**config.mk**
```make
export PLATFORM = sky130hd
export DESIGN_NAME = timer_bcd_multi_down_counter
export DESIGN_NICKNAME = d
export VERILOG_FILES = /design/src/rtl/timer_bcd_multi_down_counter.sv
export SDC_FILE = /design/constraint.sdc
export NUM_CORES = 1
export LEC_CHECK = 0
export BUFFER_PORTS_ARGS = -buffer_cell sky130_fd_sc_hd__clkbuf_2
export CORE_UTILIZATION = 39
export DETAILED_ROUTE_END_ITERATION = 7
export GPL_TIMING_DRIVEN = 0
export SLEW_MARGIN = 10
export SYNTH_ARGS = -nofsm -noshare
export SYNTH_HDL_FRONTEND = slang
export SYNTH_SLANG_ARGS = --single-unit
export TNS_END_PERCENT = 1
```
**constraint.sdc**
```tcl
create_clock -name clk -period 3.2 [get_ports clk]
set_input_delay 0.32 -clock clk [delete_from_list [all_inputs] [get_ports clk]]
set_output_delay 0.32 -clock clk [all_outputs]
set_load 0.01 [all_outputs]
```
**src/rtl/timer_bcd_multi_down_counter.sv**
```systemverilog
// N-digit synchronous BCD down-counter with parallel load, wrap/hold at zero,
// a done pulse on reaching zero and a borrow pulse for steps taken at zero.
module timer_bcd_multi_down_counter #(
    parameter int DIGITS = 2,
    parameter bit WRAP   = 1'b1
) (
    input  logic                  clk,
    input  logic                  clear,
    input  logic                  load,
    input  logic [4*DIGITS-1:0]   load_value,
    input  logic                  enable,
    output logic [4*DIGITS-1:0]   bcd_number,
    output logic                  zero,
    output logic                  done,
    output logic                  borrow_out
);
    localparam int W = 4 * DIGITS;

    function automatic logic [3:0] clamp_digit(input logic [3:0] d);
        logic [3:0] r;
        if (d > 4'd9) begin
            r = 4'd9;
        end else begin
            r = d;
        end
        return r;
    endfunction

    function automatic logic [W-1:0] clamp_bcd(input logic [W-1:0] v);
        logic [W-1:0] r;
        r = {W{1'b0}};
        for (int i = 0; i < DIGITS; i++) begin
            r[4*i +: 4] = clamp_digit(v[4*i +: 4]);
        end
        return r;
    endfunction

    // Ripple a single borrow from the LSD upward; a 0 digit under borrow becomes 9.
    function automatic logic [W-1:0] decrement_bcd(input logic [W-1:0] v);
        logic [W-1:0] r;
        logic         b;
        logic [3:0]   d;
        r = {W{1'b0}};
        b = 1'b1;
        for (int i = 0; i < DIGITS; i++) begin
            d = v[4*i +: 4];
            if (!b) begin
                r[4*i +: 4] = d;
            end else if (d == 4'd0) begin
                r[4*i +: 4] = 4'd9;
            end else begin
                r[4*i +: 4] = d - 4'd1;
                b = 1'b0;
            end
        end
        return r;
    endfunction

    logic [W-1:0] count_r;
    logic         zero_r;
    logic         done_r;
    logic         borrow_r;

    logic [W-1:0] next_count_s;
    logic         next_done_s;
    logic         next_borrow_s;
    logic         count_zero_s;

    // Next-state selection in priority order: clear, load, enabled step, idle.
    always_comb begin
        next_count_s  = count_r;
        next_done_s   = 1'b0;
        next_borrow_s = 1'b0;
        count_zero_s  = (count_r == {W{1'b0}});
        if (!clear) begin
            next_count_s = {W{1'b0}};
        end else if (load) begin
            next_count_s = clamp_bcd(load_value);
        end else if (enable) begin
            if (count_zero_s) begin
                next_borrow_s = 1'b1;
                if (WRAP) begin
                    next_count_s = {DIGITS{4'd9}};
                end else begin
                    next_count_s = {W{1'b0}};
                end
            end else begin
                next_count_s = decrement_bcd(count_r);
                next_done_s  = (decrement_bcd(count_r) == {W{1'b0}});
            end
        end else begin
            next_count_s = count_r;
        end
    end

    // State and status registers; zero is registered alongside the count it describes.
    always_ff @(posedge clk) begin
        count_r  <= next_count_s;
        zero_r   <= (next_count_s == {W{1'b0}});
        done_r   <= next_done_s;
        borrow_r <= next_borrow_s;
    end

    assign bcd_number = count_r;
    assign zero       = zero_r;
    assign done       = done_r;
    assign borrow_out = borrow_r;

endmodule

```
==> results.py, run 1 <==
metrics = {
    "outcome": {
        "status": "completed",
    },
    "placement": {
        "dpl.hpwl_mm": 1.317,
        "routabilityCongestion": 0.8652,
        "dp_slack_ps": 1059,
        "portBuffers": 22,
    },
    "timing": {
        "timing.hold.ws_ps": 365.1,
        "relSlewSlack": 0.6725,
        "finalHoldViolCount": 0,
        "fin_crit_ps": 2150,
        "tns_ps": 0,
        "final_max_slew_viol_count": 0,
        "max_freq_ghz": 0.4652,
        "fin_skew_ps": 1.273,
        "worst_pin_slew_ps": 487.2,
        "setup_viol": 0,
        "rsz0062_at_grt": "no",
        "period_share": 0.6717,
        "fin_ws_ps": 1050,
    },
    "critical_path": {
        "r2r_start": "bcd_number[4]$_DFF_P_",
        "crit_arrival_ps": 2320,
        "worstSetupPathType": "register to register",
        "end_kind": "register",
        "rr_worst_depth": 8,
        "worst_ep_required_time_ps": 3370,
        "reg2reg_to": "zero$_DFF_P_",
        "rrSetupSlack_ps": 1050,
        "crit_fanout": 8,
        "critPathLaunchType": "register",
    },
    "power": {
        "p_leak_nw": 0.4071,
        "p_int_uw": 243.2,
        "p_switching_uw": 105.6,
        "p_sw_frac": 0.3028,
        "combPwrFrac": 0.295,
        "powerDensity_nw_per_um2": 392.6,
        "peakVddDrop_mv": 0.3470,
        "p_seq_frac": 0.451,
        "power.clock.fraction": 0.254,
    },
    "synth": {
        "synthesis.area_um2": 720.7,
        "postSynthAreaPerCell_um2": 8.789,
        "synthDistinctLibCells": 42,
        "synthArstFlopShare": 0,
        "ys_seq_area_frac": 0.3056,
        "synthFlopType": "dfxtp_1",
        "synth-edff-count": 0,
        "synth_warnings": 0,
        "syn_nets": 95,
        "synth_cells": 82,
        "synth-seq-cells": 11,
    },
    "clock_network": {
        "cts-root-buf": "clkbuf_4",
        "path_clk_slew_ps": 60,
        "clock_latency_ps": 260,
        "htreeDepth": 1,
        "hold_buffers": 0,
        "post-cts-setup-buffers": 0,
        "clock_path_buffers": 2,
        "numCtsBuffers": 3,
        "cts_tree": "built",
        "clock_sinks": 11,
        "post_cts_resized": 0,
    },
    "die": {
        "pin_count": 23,
        "fp.coreArea_um2": 1727,
        "die_height_um": 44.99,
        "rows": 15,
        "start_util": 0.4174,
        "dieWidth_um": 44.99,
        "fp.dieArea_um2": 2024,
    },
    "hold_path": {
        "hp-class": "primary input to register",
        "whs_endpoint": "bcd_number[6]$_DFF_P_",
        "min_from": "load_value[6]",
        "whs_path_depth": 3,
    },
    "layout": {
        "drive_gt1_frac": 0.3241,
        "area_growth_pct": 23.26,
        "nNetsFinal": 122,
        "diodes": 0,
    },
    "drt": {
        "drcViolationCount": 0,
        "final_antenna_net_count": 0,
        "drt_iter0_drc": 17,
        "first_pass_iters": 4,
        "drt-total-wl_mm": 1.634,
        "route.vias.total": 704,
        "vias_per_cell": 5.293,
        "wl_per_cell_um": 12.29,
    },
    "run": {
        "maxCapViolCount": 0,
    },
    "global_routing": {
        "track_usage": 0.1802,
        "grt_pass1_vias": 633,
        "grt_overflow": 0,
        "grt_pass1_wl_mm": 2.677,
        "antenna_found_initial": 0,
        "grt_max_degree": 11,
    },
}
==> routing by layer <==
layer | part of all wire | vias to the layer above | global-route usage
met5 | 0 | - | 0
met4 | 0 | 0 | 0.01212
li1 | - | 357 | -
met1 | 0.45 | 320 | 0.2274
met2 | 0.50 | 27 | 0.3072
met3 | 0.050 | 0 | 0.06400
==> area by class of cell <==
type                            count  area (um2)
Fill cell                         182       838.3
Multi-Input combinational cell     63       459.2
Sequential cell                    11       220.2
Timing Repair Buffer               22       110.1
Tap cell                           25       31.28
Clock buffer                        4       26.28
Buffer                              3       22.52
Inverter                            5       18.77
==> placed cells by master, fill, tap and decap left out, types with 2 or more instances in the layout <==
master	n
clkbuf_2	22
dfxtp_1	11
nor2_1	5
inv_1	5
o21ai_0	5
nand2_1	3
nand3b_1	3
nand2b_1	3
clkbuf_4	3
or2b_1	2
nand3_1	2
mux2i_1	2
o22ai_1	2
clkbuf_1	2
nor4_2	2
nor2b_1	2
nand4_1	2
nor3_1	2
nand4b_1	2
o211a_1	2
xor2_1	2
or3_1	2
==> sequential cells by signal, indices dropped and copies added (netlist names) <==
| name | flops |
|---|---|
| bcd_number | 8 |
| done | 1 |
| zero | 1 |
| borrow_out | 1 |
==> how the worst max path moves through the flow <==
stage,depth (start not counted),endpoint,start
3_3_place_gp,8,zero$_DFF_P_,bcd_number[4]$_DFF_P_
2_1_floorplan,5,zero$_DFF_P_,bcd_number[1]$_DFF_P_
4_1_cts,8,zero$_DFF_P_,bcd_number[4]$_DFF_P_
5_1_grt,8,zero$_DFF_P_,bcd_number[4]$_DFF_P_
6_report,8,zero$_DFF_P_,bcd_number[4]$_DFF_P_
3_5_place_dp,8,zero$_DFF_P_,bcd_number[4]$_DFF_P_
==> cell usage after synthesis (all sizes together) (2+ instances only) <==
| master | n | share of area |
|---|---|---|
| dfxtp | 11 | 0.31 |
| inv | 5 | 0.026 |
| nor2 | 5 | 0.026 |
| o21ai | 5 | 0.035 |
| nand2 | 3 | 0.016 |
| nand2b | 3 | 0.026 |
| nand3b | 3 | 0.031 |
| nor3 | 3 | 0.028 |
| nor4 | 3 | 0.043 |
| and2 | 2 | 0.019 |
| buf | 2 | 0.026 |
| mux2i | 2 | 0.028 |
| nand3 | 2 | 0.014 |
| nand4 | 2 | 0.017 |
| nand4b | 2 | 0.024 |
| nor2b | 2 | 0.017 |
| o211a | 2 | 0.028 |
| o22ai | 2 | 0.017 |
| or2b | 2 | 0.021 |
| or3 | 2 | 0.017 |
| xor2 | 2 | 0.024 |
==> worst max-delay path, stage by stage, from the launching register on <==
cell and delay (ps):
dfxtp_1 330, clkbuf_1 300, inv_1 80, ha_1 260
or3b_1 230, nand4_1 90, and4_1 250, or3_1 380
nor4_2 140
==> kinds of logic (layout without fill, tap and decap cells) <==
kind of cell             count (synthesis)  in the layout  share of synthesized area
AND/OR/NAND/NOR                         41             41                     0.3976
AO/OA/AOI/OAI                           16             16                     0.1580
flip-flops                              11             11                     0.3056
buffers and inverters                    8             34                    0.05729
XOR/XNOR                                 3              3                    0.03646
multiplexers                             2              2                    0.02778
adder cells (fa/ha/maj)                  1              1                    0.01736
==> metrics by stage <==
stage          total power, mW  instance area (um2)  utilization  instances
2_1_floorplan           0.2288                720.7            -         82
4_1_cts                 0.3534                888.4       0.5145        133
3_5_place_dp            0.2633                862.1       0.4993        129
3_3_place_gp            0.2615                862.1       0.4993        129
6_report                0.3488                888.4       0.5145        133
5_1_grt                 0.3748                888.4       0.5145        133
==> power groups by stage <==
stage	registers (mW)	clock network [mW]	logic, mW
floorplan	0.163	0	0.0655
global placement	0.160	0	0.101
detailed placement	0.161	0	0.103
CTS	0.157	0.0925	0.103
global route	0.159	0.101	0.115
finish	0.157	0.0885	0.103
(Power assumes the default switching activity.)
==> inputs of run 2 (changes only) <==
==> constraint.sdc (replaced) <==
create_clock -name clk -period 2.1 [get_ports clk]
set_input_delay 0.21 -clock clk [delete_from_list [all_inputs] [get_ports clk]]
set_output_delay 0.21 -clock clk [all_outputs]
set_load 0.01 [all_outputs]
==> run 2 against run 1 <==
  * Clock power up 53%
  * Sequential share of layout area up 0.42 points
  * Worst setup slack worse by 950 ps
  * Fmax up 7.7%
  * Routed wire length down 1.1%
  * Via count down 2.1%
  * Clock-buffer cell count unchanged
  * Non-clock buffer count down 1
  * Utilization unchanged
  * Final cell count down 0.75%
  * Sequential power up 55%
  * Register-to-register slack worse by 950 ps
  * Critical path type unchanged
  * Largest power group unchanged
  * Highest routed layer is now met4
==> results.py, run 2 (synthesized netlist as in run 1, its figures left out) <==
metrics = {
    "outcome": {
        "status": "completed",
    },
    "layout": {
        "area_growth_pct": 23.26,
        "layout_commonest_cell": "clkbuf_2",
        "diodes": 0,
        "stdcell_count": 132,
        "fill_cells": 181,
        "largest_register_ffs": 8,
        "nNetsFinal": 121,
        "drive_gt1_frac": 0.3551,
        "layout_common_cells": "22 x clkbuf_2, 8 x dfxtp_1, 5 x nor2_1, 5 x inv_1, 5 x o21ai_0",
        "final_core_util": 0.5145,
    },
    "critical_path": {
        "slowest_stage": "or4b_4",
        "path_delay_family": "simple AND/OR/NAND/NOR gates",
        "path_cells": "or4b_4 > xnor2_1 > o211a_1 > or3_1 > nor4_2",
        "worst_path_largest_cell_delay_ps": 570,
        "crit_fanout": 7,
        "critPathLaunchType": "register",
        "worstSetupPathType": "register to register",
        "end_kind": "register",
        "critPathBufInv": 0,
        "crit_arrival_ps": 2170,
        "worst_ep_required_time_ps": 2270,
    },
    "timing": {
        "fin_skew_ps": 1.423,
        "rsz0062_at_grt": "no",
        "setup_viol": 0,
        "max_freq_ghz": 0.5013,
        "worst_pin_slew_ps": 488.4,
        "period_share": 0.9500,
        "fin_crit_ps": 1995,
        "final_max_slew_viol_count": 0,
        "finalHoldViolCount": 0,
        "relSlewSlack": 0.6717,
    },
    "drt": {
        "drt-total-wl_mm": 1.616,
        "first_pass_iters": 4,
        "drcViolationCount": 0,
        "final_antenna_net_count": 0,
        "wl_per_cell_um": 12.24,
        "route.vias.total": 689,
        "drt_iter0_drc": 16,
        "vias_per_cell": 5.220,
    },
    "power": {
        "combPwrFrac": 0.286,
        "p_leak_nw": 0.4067,
        "power_uw": 531.4,
        "p_int_uw": 371.2,
        "peakVddDrop_mv": 0.5218,
        "p_sw_frac": 0.3016,
        "powerDensity_nw_per_um2": 598.2,
        "power.clock.fraction": 0.254,
        "p_seq_frac": 0.460,
        "p_switching_uw": 160.3,
    },
    "clock_network": {
        "clock_latency_ps": 260,
        "numCtsBuffers": 3,
        "path_clk_slew_ps": 60,
        "htreeDepth": 1,
        "clock_path_buffers": 2,
        "clock_sinks": 11,
        "cts-root-buf": "clkbuf_4",
        "post-cts-setup-buffers": 0,
        "cts_tree": "built",
    },
    "run": {
        "maxCapViolCount": 0,
    },
    "die": {
        "fp.coreArea_um2": 1727,
        "rows": 15,
        "die_height_um": 44.99,
        "start_util": 0.4174,
        "dieWidth_um": 44.99,
        "fp.dieArea_um2": 2024,
        "pin_count": 23,
    },
    "global_routing": {
        "grt_pass1_vias": 631,
        "grt_overflow": 0,
        "grt_pass1_wl_mm": 2.677,
        "antenna_found_initial": 0,
        "grt_max_degree": 11,
        "track_usage": 0.1802,
    },
    "placement": {
        "dp_cells": 129,
        "routabilityCongestion": 0.8652,
        "dpl.hpwl_mm": 1.317,
        "portBuffers": 22,
    },
    "hold_path": {
        "hp-class": "primary input to register",
    },
}
run 2: worst paths after layout:
check / slack [ps] / startpoint / cells after the start / to
max: 110 / bcd_number[1]$_DFF_P_ / 5 / zero$_DFF_P_
min: 250 / load_value[6] / 3 / bcd_number[6]$_DFF_P_
max reg2reg: 110 / bcd_number[1]$_DFF_P_ / 5 / zero$_DFF_P_
min reg2reg: 560 / bcd_number[6]$_DFF_P_ / 2 / done$_SDFF_PP0_
run 2: power groups by stage:
stage / Combinational [mW] / Sequential [mW] / Clock, mW
after floorplan: 0.0998 / 0.249 / 0
after global placement: 0.154 / 0.244 / 0
after detailed placement: 0.157 / 0.245 / 0
after CTS: 0.153 / 0.244 / 0.141
after global routing: 0.170 / 0.248 / 0.153
final: 0.152 / 0.244 / 0.135
run 2: area by class of cell:
cell class / instances / area (um2) / area share
buffer: 2 / 18.77 / 0.02113
clock buffer: 4 / 26.28 / 0.02958
inverter: 5 / 18.77 / 0.02113
multi-input combinational: 63 / 459.2 / 0.5169
sequential: 11 / 224.0 / 0.2521
tap: 25 / 31.28 / 0.03521
timing repair buffer: 22 / 110.1 / 0.1239
run 2: routing by layer:
| layer | vias up | share of wire | global-route usage |
|---|---|---|---|
| met1 | 314 | 0.46 | 0.2225 |
| li1 | 355 | - | - |
| met5 | - | 0 | 0 |
| met2 | 18 | 0.50 | 0.3130 |
| met4 | 0 | 0.0068 | 0.01212 |
| met3 | 2 | 0.035 | 0.06400 |
run 2: worst min-delay path: cells and delay by family:
kind	cells	cell delay, ps
buffers and inverters	1	90
AO/OA/AOI/OAI	1	90
AND/OR/NAND/NOR	1	50
run 2: repair_timing:
action                                  in CTS  in global routing
endpoints found under the setup margin       1                  1
hold buffers                                 0                  0
resized for setup                            0                  3
run 2: through the flow:
step	hold slack, ps	setup TNS (ps)	cell area (um2)	setup slack, ps
5_1_grt	255.9	0	888.4	2.707
3_3_place_gp	530.7	0	862.1	8.637
4_1_cts	249.6	0	884.6	52.54
6_report	253.5	0	888.4	105.0
2_1_floorplan	336.9	0	720.7	171.8
3_5_place_dp	525.5	-40.83	862.1	-40.83
